**config.mk**
```make
export PLATFORM = sky130hd
export DESIGN_NAME = frame_sequencer
export DESIGN_NICKNAME = d
export VERILOG_FILES = /design/src/rtl/frame_sequencer.sv
export SDC_FILE = /design/constraint.sdc
export NUM_CORES = 1
export LEC_CHECK = 0
export CAP_MARGIN = 10
export CORE_MARGIN = 2
export CORE_UTILIZATION = 55
export DETAILED_ROUTE_END_ITERATION = 12
export DONT_BUFFER_PORTS = 1
export GPL_ROUTABILITY_DRIVEN = 0
export PLACE_DENSITY_LB_ADDON = 0.25
export SYNTH_ARGS = -nofsm -noshare
export SYNTH_HDL_FRONTEND = slang
export SYNTH_SLANG_ARGS = --single-unit
```
**constraint.sdc**
```tcl
create_clock -name i_clk -period 2.72 [get_ports i_clk]
set_input_delay 0.408 -clock i_clk [delete_from_list [all_inputs] [get_ports i_clk]]
set_output_delay 0.408 -clock i_clk [all_outputs]
set_load 0.05 [all_outputs]
```
**src/rtl/frame_sequencer.sv**
```systemverilog
// Frame sequencer: tags an untagged pixel stream with end-of-row/end-of-frame markers
// from a latched width/height config, one frame per start, with abort flush to the line buffer.
module frame_sequencer #(
    parameter int DATA_W    = 8,
    parameter int MAX_IMG_W = 640,
    parameter int MAX_IMG_H = 480,
    parameter int CNT_W     = $clog2(MAX_IMG_W + 1),
    parameter int ROW_W     = $clog2(MAX_IMG_H + 1)
) (
    input  logic              i_clk,
    input  logic              i_rst_n,
    input  logic              i_start,
    input  logic              i_abort,
    input  logic [CNT_W-1:0]  i_cfg_width,
    input  logic [ROW_W-1:0]  i_cfg_height,
    input  logic              i_vld,
    input  logic [DATA_W-1:0] i_data,
    output logic              o_rdy,
    input  logic              i_rdy,
    output logic              o_vld,
    output logic              o_eor,
    output logic              o_eof,
    output logic [DATA_W-1:0] o_data,
    output logic              o_busy,
    output logic              o_done,
    output logic              o_err,
    output logic [15:0]       o_frame_cnt
);

    localparam logic [1:0] S_IDLE  = 2'd0;
    localparam logic [1:0] S_RUN   = 2'd1;
    localparam logic [1:0] S_ABORT = 2'd2;
    localparam logic [1:0] S_DONE  = 2'd3;

    logic [1:0]       state;
    logic [CNT_W-1:0] cfg_w;
    logic [ROW_W-1:0] cfg_h;
    logic [CNT_W-1:0] col;
    logic [ROW_W-1:0] row;
    logic             from_run;

    logic slot_free;
    logic accept;
    logic beat_eor;
    logic beat_eof;

    function automatic logic cfg_legal(input logic [CNT_W-1:0] w, input logic [ROW_W-1:0] h);
        return (w != '0) && (int'(w) <= MAX_IMG_W) && (h != '0) && (int'(h) <= MAX_IMG_H);
    endfunction

    // o_rdy depends only on state and the downstream side, never on i_vld
    assign slot_free = !o_vld || i_rdy;
    assign o_rdy     = (state == S_RUN) && slot_free;
    assign accept    = i_vld && o_rdy;
    assign beat_eor  = (col == cfg_w - CNT_W'(1));
    assign beat_eof  = beat_eor && (row == cfg_h - ROW_W'(1));
    assign o_busy    = (state != S_IDLE);

    always_ff @(posedge i_clk or negedge i_rst_n) begin
        if (!i_rst_n) begin
            state       <= S_IDLE;
            cfg_w       <= '0;
            cfg_h       <= '0;
            col         <= '0;
            row         <= '0;
            from_run    <= 1'b0;
            o_vld       <= 1'b0;
            o_eor       <= 1'b0;
            o_eof       <= 1'b0;
            o_data      <= '0;
            o_done      <= 1'b0;
            o_err       <= 1'b0;
            o_frame_cnt <= '0;
        end else begin
            o_done <= 1'b0;
            o_err  <= 1'b0;
            // Slot drains by default; any load below overrides this
            if (slot_free) o_vld <= 1'b0;

            case (state)
                S_IDLE: begin
                    if (i_start) begin
                        if (cfg_legal(i_cfg_width, i_cfg_height)) begin
                            cfg_w <= i_cfg_width;
                            cfg_h <= i_cfg_height;
                            col   <= '0;
                            row   <= '0;
                            state <= S_RUN;
                        end else begin
                            o_err <= 1'b1;
                        end
                    end
                end
                S_RUN: begin
                    if (accept) begin
                        o_vld  <= 1'b1;
                        o_data <= i_data;
                        o_eor  <= beat_eor;
                        o_eof  <= beat_eof;
                        if (beat_eor) begin
                            col <= '0;
                            row <= beat_eof ? '0 : row + ROW_W'(1);
                        end else begin
                            col <= col + CNT_W'(1);
                        end
                    end
                    // A completing eof beat takes priority over a coincident abort
                    if (accept && beat_eof) begin
                        state    <= S_DONE;
                        from_run <= 1'b1;
                    end else if (i_abort) begin
                        state    <= S_ABORT;
                        from_run <= 1'b0;
                    end
                end
                S_ABORT: begin
                    if (slot_free) begin
                        o_vld  <= 1'b1;
                        o_data <= '0;
                        o_eor  <= 1'b1;
                        o_eof  <= 1'b1;
                        state  <= S_DONE;
                    end
                end
                S_DONE: begin
                    if (slot_free) begin
                        o_done <= 1'b1;
                        state  <= S_IDLE;
                        if (from_run) o_frame_cnt <= o_frame_cnt + 16'd1;
                    end
                end
                default: state <= S_IDLE;
            endcase
        end
    end

endmodule

```
Yosys cells after proc, flatten, opt, wreduce, memory -nomap -nowiden
Cells that the tools add are included.
W data, S select, Z words.
{"block": "word_totals", "register_bits": 70, "inputBits": 33, "output_inout_bits": 31, "word_cells": 92}
{"block": "classes", "n_addsub": 5, "n_lt_le_gt_ge": 2, "eq_ne": 12, "muxes": 37, "n_reduce_logical": 23}
{"op": "$mux W9", "n": 5}
{"op": "$mux W10", "n": 4}
{"op": "$pmux W10 S2", "n": 1}
{"op": "$pmux W9 S2", "n": 1}
{"op": "$add A16 B1 Y16 const B", "n": 1}
{"op": "$mux W8", "n": 2}
{"op": "$pmux W8 S2", "n": 1}
{"op": "$mux W1", "n": 13}
{"op": "$mux W2", "n": 6}
{"op": "$ne A2 B2 Y1 const B", "n": 6}
{"op": "$add A10 B1 Y10 const B", "n": 1}
{"op": "$eq A10 B10 Y1", "n": 1}
{"op": "$le A10 B10 Y1 const B", "n": 1}
{"op": "$reduce_and A5 Y1", "n": 2}
{"op": "$reduce_bool A10 Y1", "n": 1}
{"op": "$sub A10 B1 Y10 const B", "n": 1}
{"op": "$add A9 B1 Y9 const B", "n": 1}
{"op": "$eq A9 B9 Y1", "n": 1}
{"op": "$le A9 B9 Y1 const B", "n": 1}
{"op": "$reduce_and A3 Y1", "n": 3}
{"op": "$reduce_bool A9 Y1", "n": 1}
{"op": "$sub A9 B1 Y9 const B", "n": 1}
{"op": "$pmux W2 S4", "n": 1}
{"op": "$reduce_bool A2 Y1", "n": 4}
{"op": "10 further kinds", "n": 19}

Depth between registers and ports, before layout
{"block": "logic_depth", "ltp_word": 7, "depth_mapped": 11}

Worst setup path before layout
Ideal clock, no wire load.
{"block": "synth_timing", "kind": "reg2reg", "start": "register state[1]", "end": "register o_eof", "arrival_ns": 2.395, "t_required_ns": 2.591, "setup_slack_ns": 0.196, "stages_incl_launch_ff": 10, "path_buffers": 2, "period_less_slack_ns": 2.524, "path_cell_list": "dfrtp_1 > inv_1 > ha_1 > clkbuf_1 > inv_1 > nor2_1 > and3_1 > clkbuf_1 > o21a_1 > a21oi_1"}
{"block": "synth_between", "elab_chain_len": 5}
{"item": "from (decl)", "line": "35", "rtl": "logic [1:0] state;"}
{"item": "from (signal assigned)", "line": "61", "rtl": "state <= S_IDLE;"}
{"item": "from (signal assigned)", "line": "88", "rtl": "state <= S_RUN;"}
{"item": "from (signal assigned)", "line": "109", "rtl": "state <= S_DONE;"}
{"item": "$eq A2 B1 Y1", "line": "53", "rtl": "assign o_rdy = (state == S_RUN) && slot_free;"}
{"item": "$logic_and A1 B1 Y1", "line": "53"}
{"item": "net o_rdy", "line": "18", "rtl": "output logic o_rdy,"}
{"item": "$logic_and A1 B1 Y1", "line": "54", "rtl": "assign accept = i_vld && o_rdy;"}
{"item": "$ne A2 B2 Y1 (no line)"}
{"item": "$reduce_and A3 Y1 (no line)"}
{"item": "to (signal assigned)", "line": "99", "rtl": "o_eof <= beat_eof;"}
{"item": "to (decl)", "line": "22", "rtl": "output logic o_eof,"}
The timed path passes the listed nets, and every way through them passes these cells.
A chain may end at the register's enable or synchronous reset.

Final worst setup path
{"block": "layout_timing", "start": "register cfg_w[1]", "end": "register row[0]"}
{"block": "layout_between", "elab_chain_len": 7}
{"item": "from (decl)", "line": "36", "rtl": "logic [CNT_W-1:0] cfg_w;"}
{"item": "from (signal assigned)", "line": "84", "rtl": "cfg_w <= i_cfg_width;"}
{"item": "$sub A10 B1 Y10 *", "line": "55", "rtl": "assign beat_eor = (col == cfg_w - CNT_W'(1));"}
{"item": "$eq A10 B10 Y1 *", "line": "55"}
{"item": "$logic_and A1 B1 Y1", "line": "56", "rtl": "assign beat_eof = beat_eor && (row == cfg_h - ROW_W'(1));"}
{"item": "$mux W9", "line": "102", "rtl": "row <= beat_eof ? '0 : row + ROW_W'(1);"}
{"item": "$mux W9", "line": "100", "rtl": "if (beat_eor) begin"}
{"item": "$mux W9", "line": "95", "rtl": "if (accept) begin"}
{"item": "$pmux W9 S2", "line": "80", "rtl": "case (state)"}
{"item": "to (signal assigned)", "line": "102"}
{"item": "to (decl)", "line": "39", "rtl": "logic [ROW_W-1:0] row;"}
Every way passes the cells marked *; elsewhere a longest branch is shown, timed or not. The select of a mux whose other input is x is not followed.

==> run metrics <==
status complete, no violations; Root Driver clkbuf_8; Post-CTS Setup Bufs 0; Crit Path Max Fanout 7; worst path bufs/invs 1; layout cells sized above 1 16.12%; Max Slew Vio Count 0; IO Port Bufs 0; gate count of the mapped netlist 405; Die Y between 80 and 90 microns; Post-synth top cells dfrtp_1, nand3_1, xnor2_1; cell taking the most area after synthesis dfrtp_1; per-cell routed wire length 16.09 microns; # nets final 465; register area share after synthesis 43.90%; unrepaired setup endpoints after global routing yes; vias post-DR 3157; Congestion Overflow GR 0; Fin. Hold Viols 0; Worst Path Required 2.99 ns; Final Util between 60% and 70%; Worst Setup End Kind flip-flop; maximum capacitance violations 0; Pwr Density roughly 1000 nW/um^2; initial DRC count 242; total CTS buffers 9; biggest cell delay along the critical path about 0.55 ns; drc violations 0; Num Clock Sinks 70; first-pass GRT wire length 13.94 mm; min Tclk post-route 2.631 ns; Place WS between 0.1 and 0.15 ns; flops & latches, synth 70; initial antenna violation count 0; Mapped Nets around 450; Pwr Total between 4 and 5 mW; ANT nets after route 0; FMAX 0.3801 GHz; Critical path origin cfg_w[1]; final setup violating endpoints 0; WL final 8.480 mm; Leak 1.921 nW; RR Startpoint cfg_w[1]; post-synth top area share 43.90%; final setup skew roughly 0.0077 ns; H-tree depth 3; dominant cell by count in the synthesized netlist dfrtp_1; Area Growth Syn to Fin 11.95%; Initial Util 55.91%; Max-slew headroom between 60% and 70%; vias per cell 5.991; largest cells by area after synthesis dfrtp_1, mux2_2, xnor2_1; crit path DAT 2.90 ns; drt pass-1 iters 4; filler cell count between 600 and 700; Max VDD drop 0.0007343 V; Longest Clk Path Bufs 2; CP max-delay cell or4_1; # IOs 64; largest net degree at the start of global routing 71; actual slew at the worst max-slew pin 0.5793 ns; die area 7952 sq um; HPWL Detailed 6.041 mm; Post-synth EDFFs 0; Std-Cell Rows 31; CP Cell Sequence inv_1 > ha_1 > or4_1 > o21ai_1 > a311oi_1 > nand4bb_1 > or4b_1 > mux2i_1; Min-Delay Startpoint i_start; clk slew on worst S/H paths 0.08 ns; Core Area 7137 sq um; via count of the first global-routing pass 2966; Hold WC Path Type in2reg; type of the worst setup path reg2reg; Tot GR Track Use approximately 23%; Post-synth top flop dfrtp_1; ant diodes 0; Post-Syn Area per Cell 9.852 sq um; clk_lat worst skew 0.35 ns; Distinct cells, synth 60; final worst-path cycle share 96.73%; die width 89.18 microns; Yosys warning count 0; ys async rst share 100.0%; crit start category flip-flop; CTS tree done; fin worst setup slack between 0.08 and 0.09 ns; Post-Syn Area 3990 sq um; CP top delay family simple AND/OR/NAND/NOR gates
[metrics by stage]
stage               setup TNS, ns  hold WS, ns  area (sq um)  std cells
floorplan                       0       0.1124          3990        405
global route             -0.04236       0.1780          4467        527
CTS                             0       0.1665          4437        527
detailed placement              0       0.1143          4187        509
finish                          0       0.1713          4467        527
global placement                0       0.1140          4187        509
[cell type report]
type                            count  area, sq um  area share [%]
Multi-Input combinational cell    296         2101           47.03
Sequential cell                    70         1752           39.22
Timing Repair Buffer               22        187.7           4.202
Clock buffer                        9        123.9           2.773
Tap cell                           99        123.9           2.773
Inverter                           24        90.09           2.017
Clock inverter                      7        88.84           1.989
[path summary, 6_finish.rpt]
| check | endpoint | slack, ns | cells past startpoint |
|---|---|---|---|
| setup reg to reg | row[0] | 0.09 | 8 |
| min in group asynchronous | cfg_w[0] | 0.58 | 2 |
| max in group asynchronous | col[9] | 1.82 | 2 |
| setup / recovery | row[0] | 0.09 | 8 |
| hold reg to reg | from_run | 0.49 | 1 |
| hold / removal | o_err | 0.17 | 2 |
[cells in the final DEF, fill, tap and decap left out, types with 8 or more instances in the layout]
master / count
dfrtp_1: 70
nor3_1: 15
nand3_1: 26
and3_1: 13
nand4_1: 13
a22o_1: 8
inv_1: 23
nor2_1: 23
clkbuf_8: 9
o21ai_0: 9
mux2_2: 21
buf_4: 20
ha_1: 8
xnor2_1: 25
xor2_1: 16
nand2_1: 19
a21oi_1: 17
[flip-flops by register name, summed over array words and instances (netlist names)]
name	cells
o_done	1
o_data	8
cfg_w	10
o_eor	1
o_eof	1
state	2
o_err	1
from_run	1
cfg_h	9
o_vld	1
col	10
o_frame_cnt	16
row	9
[per-layer routing]
layer  track usage (%)  part of all wire [%]
met1             31.93                    47
met2             34.21                    45
met3             5.355                   6.3
met4             7.327                   1.1
met5                 0                     0
[cell families (layout without fill, tap and decap cells)]
family	after synthesis	in the layout	synth area share (%)
adders and majority gates	9	9	2.822
and+or+nand+nor	145	145	20.01
AOI/OAI and AO/OA	77	77	13.39
muxes	24	24	6.679
DFF	70	70	43.90
xor gates and xnor gates	41	41	9.000
buffers and inverters	39	62	4.202
[report_power, final]
group	switching, mW	internal, mW
sequential	0.656	1.32
combinational	0.968	0.819
clock	0.405	0.511
[repair_timing]
action,in CTS,in global routing
hold endpoints to repair,70,0
setup endpoints to repair,0,8
hold buffers,2,0
gates resized for setup,0,5
Note: power is estimated with default switching activity, not from simulation.
